===== config.mk =====
export PLATFORM = sky130hd
export DESIGN_NAME = predictor_branch_table
export DESIGN_NICKNAME = d
export VERILOG_FILES = /design/src/rtl/predictor_branch_table.sv
export SDC_FILE = /design/constraint.sdc
export NUM_CORES = 1
export LEC_CHECK = 0
export CAP_MARGIN = 10
export CORE_ASPECT_RATIO = 1.5
export CORE_MARGIN = 3
export CORE_UTILIZATION = 45
export CTS_CLUSTER_DIAMETER = 120
export DETAILED_ROUTE_END_ITERATION = 10
export PLACE_DENSITY = 0.69
export SLEW_MARGIN = 20
export SYNTH_ARGS = -nofsm -noshare
export SYNTH_HDL_FRONTEND = slang
export SYNTH_SLANG_ARGS = --single-unit

===== constraint.sdc =====
create_clock -name clk -period 2.7 [get_ports clk]
set_input_delay 0.54 -clock clk [delete_from_list [all_inputs] [get_ports clk]]
set_output_delay 0.54 -clock clk [all_outputs]
set_load 0.01 [all_outputs]

===== src/rtl/predictor_branch_table.sv =====
// Branch prediction front end: a 2-bit saturating counter table indexed by fetch address,
// plus an in-order queue of outstanding prediction indices that is trained and flushed on resolve.
module predictor_branch_table #(
    parameter int unsigned INDEX_BITS  = 4,
    parameter int unsigned QUEUE_DEPTH = 4,
    parameter logic [1:0]  INIT_STATE  = 2'b01
) (
    input  logic                           clk,
    input  logic                           reset,
    input  logic                           fetch_valid,
    input  logic                           fetch_is_branch,
    input  logic [10:0]                    fetch_addr,
    input  logic [10:0]                    fetch_jump_addr,
    output logic                           stall,
    output logic                           predict_valid,
    output logic                           branch_taken,
    output logic [10:0]                    next_addr,
    input  logic                           resolve_valid,
    input  logic                           branch_result,
    input  logic                           prediction_failed,
    output logic [$clog2(QUEUE_DEPTH):0]   pending_count,
    output logic                           resolve_error
);

    localparam int unsigned ENTRIES  = 1 << INDEX_BITS;
    localparam int unsigned PTR_BITS = $clog2(QUEUE_DEPTH);
    localparam int unsigned CNT_BITS = PTR_BITS + 1;

    localparam logic [PTR_BITS-1:0] PTR_ONE  = PTR_BITS'(1);
    localparam logic [CNT_BITS-1:0] CNT_ONE  = CNT_BITS'(1);
    localparam logic [CNT_BITS-1:0] CNT_FULL = CNT_BITS'(QUEUE_DEPTH);

    if (QUEUE_DEPTH < 2 || (QUEUE_DEPTH & (QUEUE_DEPTH - 1)) != 0) begin : g_bad_depth
        $error("QUEUE_DEPTH must be a power of 2 and at least 2");
    end

    logic [1:0]            table_q [ENTRIES];
    logic [INDEX_BITS-1:0] queue_q [QUEUE_DEPTH];

    logic [PTR_BITS-1:0]   head_q, head_d;
    logic [PTR_BITS-1:0]   tail_q, tail_d;
    logic [CNT_BITS-1:0]   count_q, count_d;

    logic                  predict_valid_q;
    logic                  branch_taken_q, branch_taken_d;
    logic [10:0]           next_addr_q, next_addr_d;
    logic                  resolve_error_q;

    logic                  full;
    logic                  push;
    logic                  pop;
    logic                  flush;
    logic                  push_accept;

    logic [INDEX_BITS-1:0] fetch_idx;
    logic [1:0]            pred_cnt;
    logic [INDEX_BITS-1:0] head_idx;
    logic [1:0]            head_cnt;
    logic [1:0]            upd_cnt;

    assign full        = (count_q == CNT_FULL);
    assign push        = fetch_valid & fetch_is_branch & ~full;
    assign pop         = resolve_valid & (count_q != '0);
    assign flush       = resolve_valid & prediction_failed;
    // A flush kills the wrong-path branch fetched in the same cycle.
    assign push_accept = push & ~flush;

    assign fetch_idx = fetch_addr[INDEX_BITS-1:0];
    assign pred_cnt  = table_q[fetch_idx];
    assign head_idx  = queue_q[head_q];
    assign head_cnt  = table_q[head_idx];

    always_comb begin
        upd_cnt = head_cnt;
        if (branch_result) begin
            if (head_cnt != 2'b11) begin
                upd_cnt = head_cnt + 2'd1;
            end
        end else if (head_cnt != 2'b00) begin
            upd_cnt = head_cnt - 2'd1;
        end
    end

    // Prediction reads the pre-update counter; a same-cycle update is not bypassed.
    always_comb begin
        branch_taken_d = branch_taken_q;
        next_addr_d    = next_addr_q;
        if (push_accept) begin
            branch_taken_d = pred_cnt[1];
            next_addr_d    = pred_cnt[1] ? fetch_jump_addr : fetch_addr + 11'd1;
        end
    end

    always_comb begin
        head_d  = head_q;
        tail_d  = tail_q;
        count_d = count_q;
        if (flush) begin
            head_d  = '0;
            tail_d  = '0;
            count_d = '0;
        end else begin
            if (pop) begin
                head_d = head_q + PTR_ONE;
            end
            if (push_accept) begin
                tail_d = tail_q + PTR_ONE;
            end
            case ({push_accept, pop})
                2'b10:   count_d = count_q + CNT_ONE;
                2'b01:   count_d = count_q - CNT_ONE;
                default: count_d = count_q;
            endcase
        end
    end

    always_ff @(posedge clk or posedge reset) begin
        if (reset) begin
            for (int i = 0; i < ENTRIES; i++) begin
                table_q[i] <= INIT_STATE;
            end
        end else if (pop) begin
            table_q[head_idx] <= upd_cnt;
        end
    end

    always_ff @(posedge clk or posedge reset) begin
        if (reset) begin
            for (int i = 0; i < QUEUE_DEPTH; i++) begin
                queue_q[i] <= '0;
            end
        end else if (push_accept) begin
            queue_q[tail_q] <= fetch_idx;
        end
    end

    always_ff @(posedge clk or posedge reset) begin
        if (reset) begin
            head_q          <= '0;
            tail_q          <= '0;
            count_q         <= '0;
            predict_valid_q <= 1'b0;
            branch_taken_q  <= 1'b0;
            next_addr_q     <= '0;
            resolve_error_q <= 1'b0;
        end else begin
            head_q          <= head_d;
            tail_q          <= tail_d;
            count_q         <= count_d;
            predict_valid_q <= push_accept;
            branch_taken_q  <= branch_taken_d;
            next_addr_q     <= next_addr_d;
            resolve_error_q <= resolve_error_q | (resolve_valid & (count_q == '0));
        end
    end

    assign stall         = full;
    assign predict_valid = predict_valid_q;
    assign branch_taken  = branch_taken_q;
    assign next_addr     = next_addr_q;
    assign pending_count = count_q;
    assign resolve_error = resolve_error_q;

endmodule

==> impl_metrics.ini <==
[run_status]
status = completed

[timing]
slew_viol_final = 0
fmax_mhz = 387
maxSlewHeadroom_pct = 65.7
fin_crit_sh_pct = 95.6
period_needed_ns = 2.58
max_slew.worst_pin.slew_ns = 0.510
finalHoldViolCount = 0
whs_ns = 0.471
setup_viol_count_final = 0
worst_clock_skew_ns = 0.00533

[worst_setup_path]
crit_start = head_q[0]
end_kind = register
crit_type = reg2reg
cp_max_fo = 16
slowest_delay_ns = 0.65
required_ns = 2.91
arrival_ns = 2.79
cp_cell_sequence = mux4_2 > buf_6 > mux2_4 > a22o_1 > o21ai_2 > nand2_1 > a21o_4 > mux2_2
reg2reg_from = head_q[0]
startpoint_type = register
slowest_stage = mux4_2

[detailed_routing]
post_drt_wl_per_cell_microns = 16.6
vias_per_cell = 5.32
drt-total-wl_microns = 8050
first_pass_iters = 4
dr_total_vias = 2581
drc_errors = 0
antenna_left = 0
drtIter0Drc = 100

[floorplan]
die_y_microns = 117
rows = 39
core_sq_um = 7760
start_util_pct = 47.3
die_area_sq_um = 9290
chipWidth_microns = 79.7
io-pin-count = 47

[synthesis]
synth_fp_nets = 353
synth_area_leader_cell = dfrtp_1
ys_ff_latch = 69
synthTopCellsByCount = dfrtp_1, mux2_2, nand2_1, nor2_1, mux2i_1
avgSynthCellArea_sq_um = 11.5
synthTopCellsByArea = dfrtp_1, mux2_2, dfstp_2, mux4_2, mux2i_1
synth-edff-count = 0
ys_async_sr_fraction_pct = 100
synthFlopType = dfrtp_1
synth_cell_types = 33
ys_seq_area_share_pct = 47.6
netlist_instances = 318
syn_area_sq_um = 3670
ys_warn_count = 0
yosys.cell_count.top_type = dfrtp_1
synth.top_cell.area_share_pct = 36.2

[grt]
grt_pass1_vias = 2797
gr-usage-all-layers_pct = 19.2
grt_pass1_wl_microns = 13600
globalRouteOverflowTotal = 0
grt_antenna_before_repair = 0
grt_max_degree = 70

[cells_and_area]
drive_gt1_share_pct = 30.8
diodes = 0
syn2layout_area_growth_pct = 27.0
fillers = 632
finalNonFillerCells = 485
final_nets = 413
final_util_pct = 60.0

[power_and_ir_drop]
power_leakage_nw = 2.04
total_power_w = 0.00605
power_density_nw_per_um2 = 1300
vdd_ir_drop_max_mv = 0.635

[cts]
cts_made_buffers = 9
cts.sinks = 69
cts.reportedPaths.clkPinSlew_ns = 0.06
cts_htree_levels = 3
cts_tree = yes
clk_path_buf_depth = 2
cts_root_buf = clkbuf_16
postCtsHoldBufs = 0
clkLatencyLatePin_ns = 0.33

[min_path]
hold_class = reg2reg
hold_path.startpoint = resolve_error

[job]
drv_cap = 0

[placed_design]
port_buffers = 46
dpl.hpwl_microns = 5870
globalplace.congestion = 0.840
numPlacedInstances = 467
## cell families after synthesis
group,count (synthesis),synth area share [%]
buffers and inverters,23,3.41
adders and majority gates,6,2.25
xor gates and xnor gates,15,3.58
AOI/OAI and AO/OA,31,4.98
muxes,79,26.5
and+or+nand+nor,95,11.6
DFF,69,47.6
## area by class of cell
class / instances / area, sq um / area share, %
multi-input cells: 226 / 1820 / 39.0
flip-flops and latches: 69 / 1750 / 37.5
repair buffers: 66 / 639 / 13.7
clock buffers: 12 / 256 / 5.51
well taps: 102 / 128 / 2.74
clock inverters: 4 / 47.5 / 1.02
inverters: 6 / 22.5 / 0.483
## state kept, by name, summed over array words and instances, names as in the netlist
name and count:
table_q 32, head_q 2, next_addr 11, queue_q 16
resolve_error 1, predict_valid 1, pending_count 3, tail_q 2
branch_taken 1
## power by group
group,switching [W],leakage [nW],internal [W]
clock network,0.000419,0.149,0.000761
logic,0.00149,1.05,0.00149
registers,0.000308,0.842,0.00158
total,0.00222,2.04,0.00383
## through the flow
stage / cell area (sq um) / setup slack (ns) / setup TNS [ns]
floorplan: 3670 / 0.0820 / 0
global placement: 4310 / -0.122 / -0.158
detailed placement: 4310 / -0.142 / -0.576
CTS: 4620 / 0.0576 / 0
global route: 4660 / -0.00443 / -0.00598
finish: 4660 / 0.118 / 0
## worst paths after layout
path	end	slack [ns]	depth (start not counted)
setup / recovery	table_q[7]	0.12	8
hold / removal	resolve_error	0.47	1
setup reg to reg	table_q[7]	0.12	8
hold reg to reg	resolve_error	0.47	1
max in group asynchronous	table_q[18]	1.77	3
min in group asynchronous	resolve_error	0.61	3
## cell usage in the layout (no fill, tap or decap), types with 3 or more instances in the layout
| cell | netlist | routed |
|---|---|---|
| mux4_2 | 9 | 9 |
| and3_1 | 4 | 4 |
| mux2i_1 | 18 | 18 |
| mux2_2 | 51 | 51 |
| nor3_1 | 3 | 3 |
| nand3_1 | 11 | 11 |
| dfrtp_1 | 53 | 52 |
| and2_1 | 4 | 4 |
| nand2_1 | 38 | 38 |
| buf_4 | 0 | 17 |
| o21ai_0 | 11 | 11 |
| ha_1 | 5 | 5 |
| xnor2_1 | 6 | 6 |
| xor2_1 | 9 | 9 |
| clkbuf_16 | 0 | 9 |
| a21oi_1 | 11 | 11 |
| inv_1 | 6 | 5 |
| clkdlybuf4s50_1 | 0 | 46 |
| dfstp_2 | 16 | 16 |
| nor2b_1 | 5 | 5 |
| nor2_1 | 23 | 23 |
## repair_timing
item / in CTS / in global routing
resized for setup: 1 / 5
setup endpoints to repair: 16 / 32
setup buffers: 0 / 2
cloned: 0 / 0
## per-layer routing
metal  wire [microns]  GRT usage [%]
met4              128           8.72
met5                0              0
met1             3260           21.7
met3              261           4.01
met2             4400           34.2
## critical path: cells and delay by family (launching register included)
family                 cells  cell delay, ns
and+or+nand+nor            1            0.08
buffers and inverters      1            0.17
muxes                      3            1.22
DFF                        1            0.39
AOI/OAI and AO/OA          3            0.60
No activity file was read; power rests on OpenSTA's default activity.
==> patch, RTL diff (same flow settings) <==
Register the output `resolve_error` once more, with the module's reset; this adds one clock of latency there. The other outputs are not delayed to match.
--- a/src/rtl/predictor_branch_table.sv
+++ b/src/rtl/predictor_branch_table.sv
@@ -160,5 +160,11 @@
     assign next_addr     = next_addr_q;
     assign pending_count = count_q;
-    assign resolve_error = resolve_error_q;
+    always_ff @(posedge clk or posedge reset) begin
+        if (reset) begin
+            resolve_error <= '0;
+        end else begin
+            resolve_error <= resolve_error_q;
+        end
+    end
 
 endmodule
Function: changed (a bounded check fails within 4 cycles, from zero or initial values and one cycle with reset high).
==> patch against the unedited design <==
Setup slack worse by 0.062 ns; utilization rose by 0.60 points; area after synthesis grew 0.68%; sequential cell count is 1 higher; design area up 1.6%; final cell count rose by 1.6%; power up 1.4%; wire length grew 1.0%; critical endpoint is now table_q[25]$_DFFE_PP0P_; largest power group unchanged.
==> patch: results (changes against the unedited design) <==
set qor(place.gp.congestion) 0.925 ;# +10%
set qor(worst_ir_drop_vdd_mv) 1.01 ;# +59%
set qor(synth.area.mux_share) 0.263 ;# -0.00180
set qor(detailroute.wirelength.met3_um) 434 ;# +66%
set qor(synthesis.nets) 354 ;# +0.28%
set qor(layout_worst_path_cycle_share) 0.979 ;# +0.0231
set qor(min-delay-start) {resolve_error_q$_DFF_PP0_}
set qor(instances_no_fill) 493 ;# +1.6%
set qor(pwr-share-comb) 0.502 ;# +0.008
set qor(avgSynthCellArea_um2) 11.6 ;# +0.37%
set qor(synth_common_cells) {dfrtp_1 (54), mux2_2 (51), nand2_1 (38), nor2_1 (23), mux2i_1 (18)}
set qor(detailed_place.area_mm2) 0.00439 ;# +1.8%
set qor(reg2reg_slack_ns) 0.06 ;# -0.06 ns
set qor(groute.layer.met2.usage) 0.327 ;# -0.0150
set qor(min_delay_path_depth) 0 ;# -1
set qor(global_route.usage.total) 0.188 ;# -0.00380
set qor(ys_top_cells_by_area) {dfrtp_1 (37%), mux2_2 (16%), dfstp_2 (11%)}
set qor(drt_wl_total_um) 8130 ;# +1.0%
set qor(placed_instances) 475 ;# +1.7%
set qor(internal_power_mw) 3.90 ;# +1.9%
set qor(wirelength_met1_um) 3130 ;# -4.0%
set qor(fraction_of_layout_cells_with_a_size_suffix_above_1) 0.322 ;# +0.0142
set qor(final_nets) 422 ;# +2.2%
set qor(run_status) {finished, final reports clean}
set qor(grt_pass1_wl_um) 13300 ;# -2.4%
patch: cell count changes in the layout (fill, tap and decap cells not counted):
cell      unedited run  this run
a21oi_1             11        10
a21oi_2              0         1
buf_4               17        25
clkbuf_8             2         1
dfrtp_1             52        54
dfrtp_2              1         0
nor2_1              23        22
nor2_2               0         1
patch: worst register-to-register path, stage by stage, from the launching register on:
cell and delay [ns]:
dfrtp_1 0.41, mux4_2 0.67, buf_6 0.18, mux2_4 0.28
a22o_1 0.21, o21ai_2 0.15, nand2_1 0.08, a21o_4 0.26
mux2_2 0.28
patch: repair_timing:
item,4_1_cts,5_1_grt
setup buffers,0,3
hold endpoints to repair,0,0
resized for setup,0,7
setup endpoints to repair,0,32
patch: cell type report:
cell class	instances	area [um2]
Fill cell	643	3070
Multi-Input combinational cell	226	1820
Sequential cell	70	1770
Timing Repair Buffer	74	699
Clock buffer	11	243
Tap cell	102	128
Clock inverter	4	47.5
Inverter	6	22.5
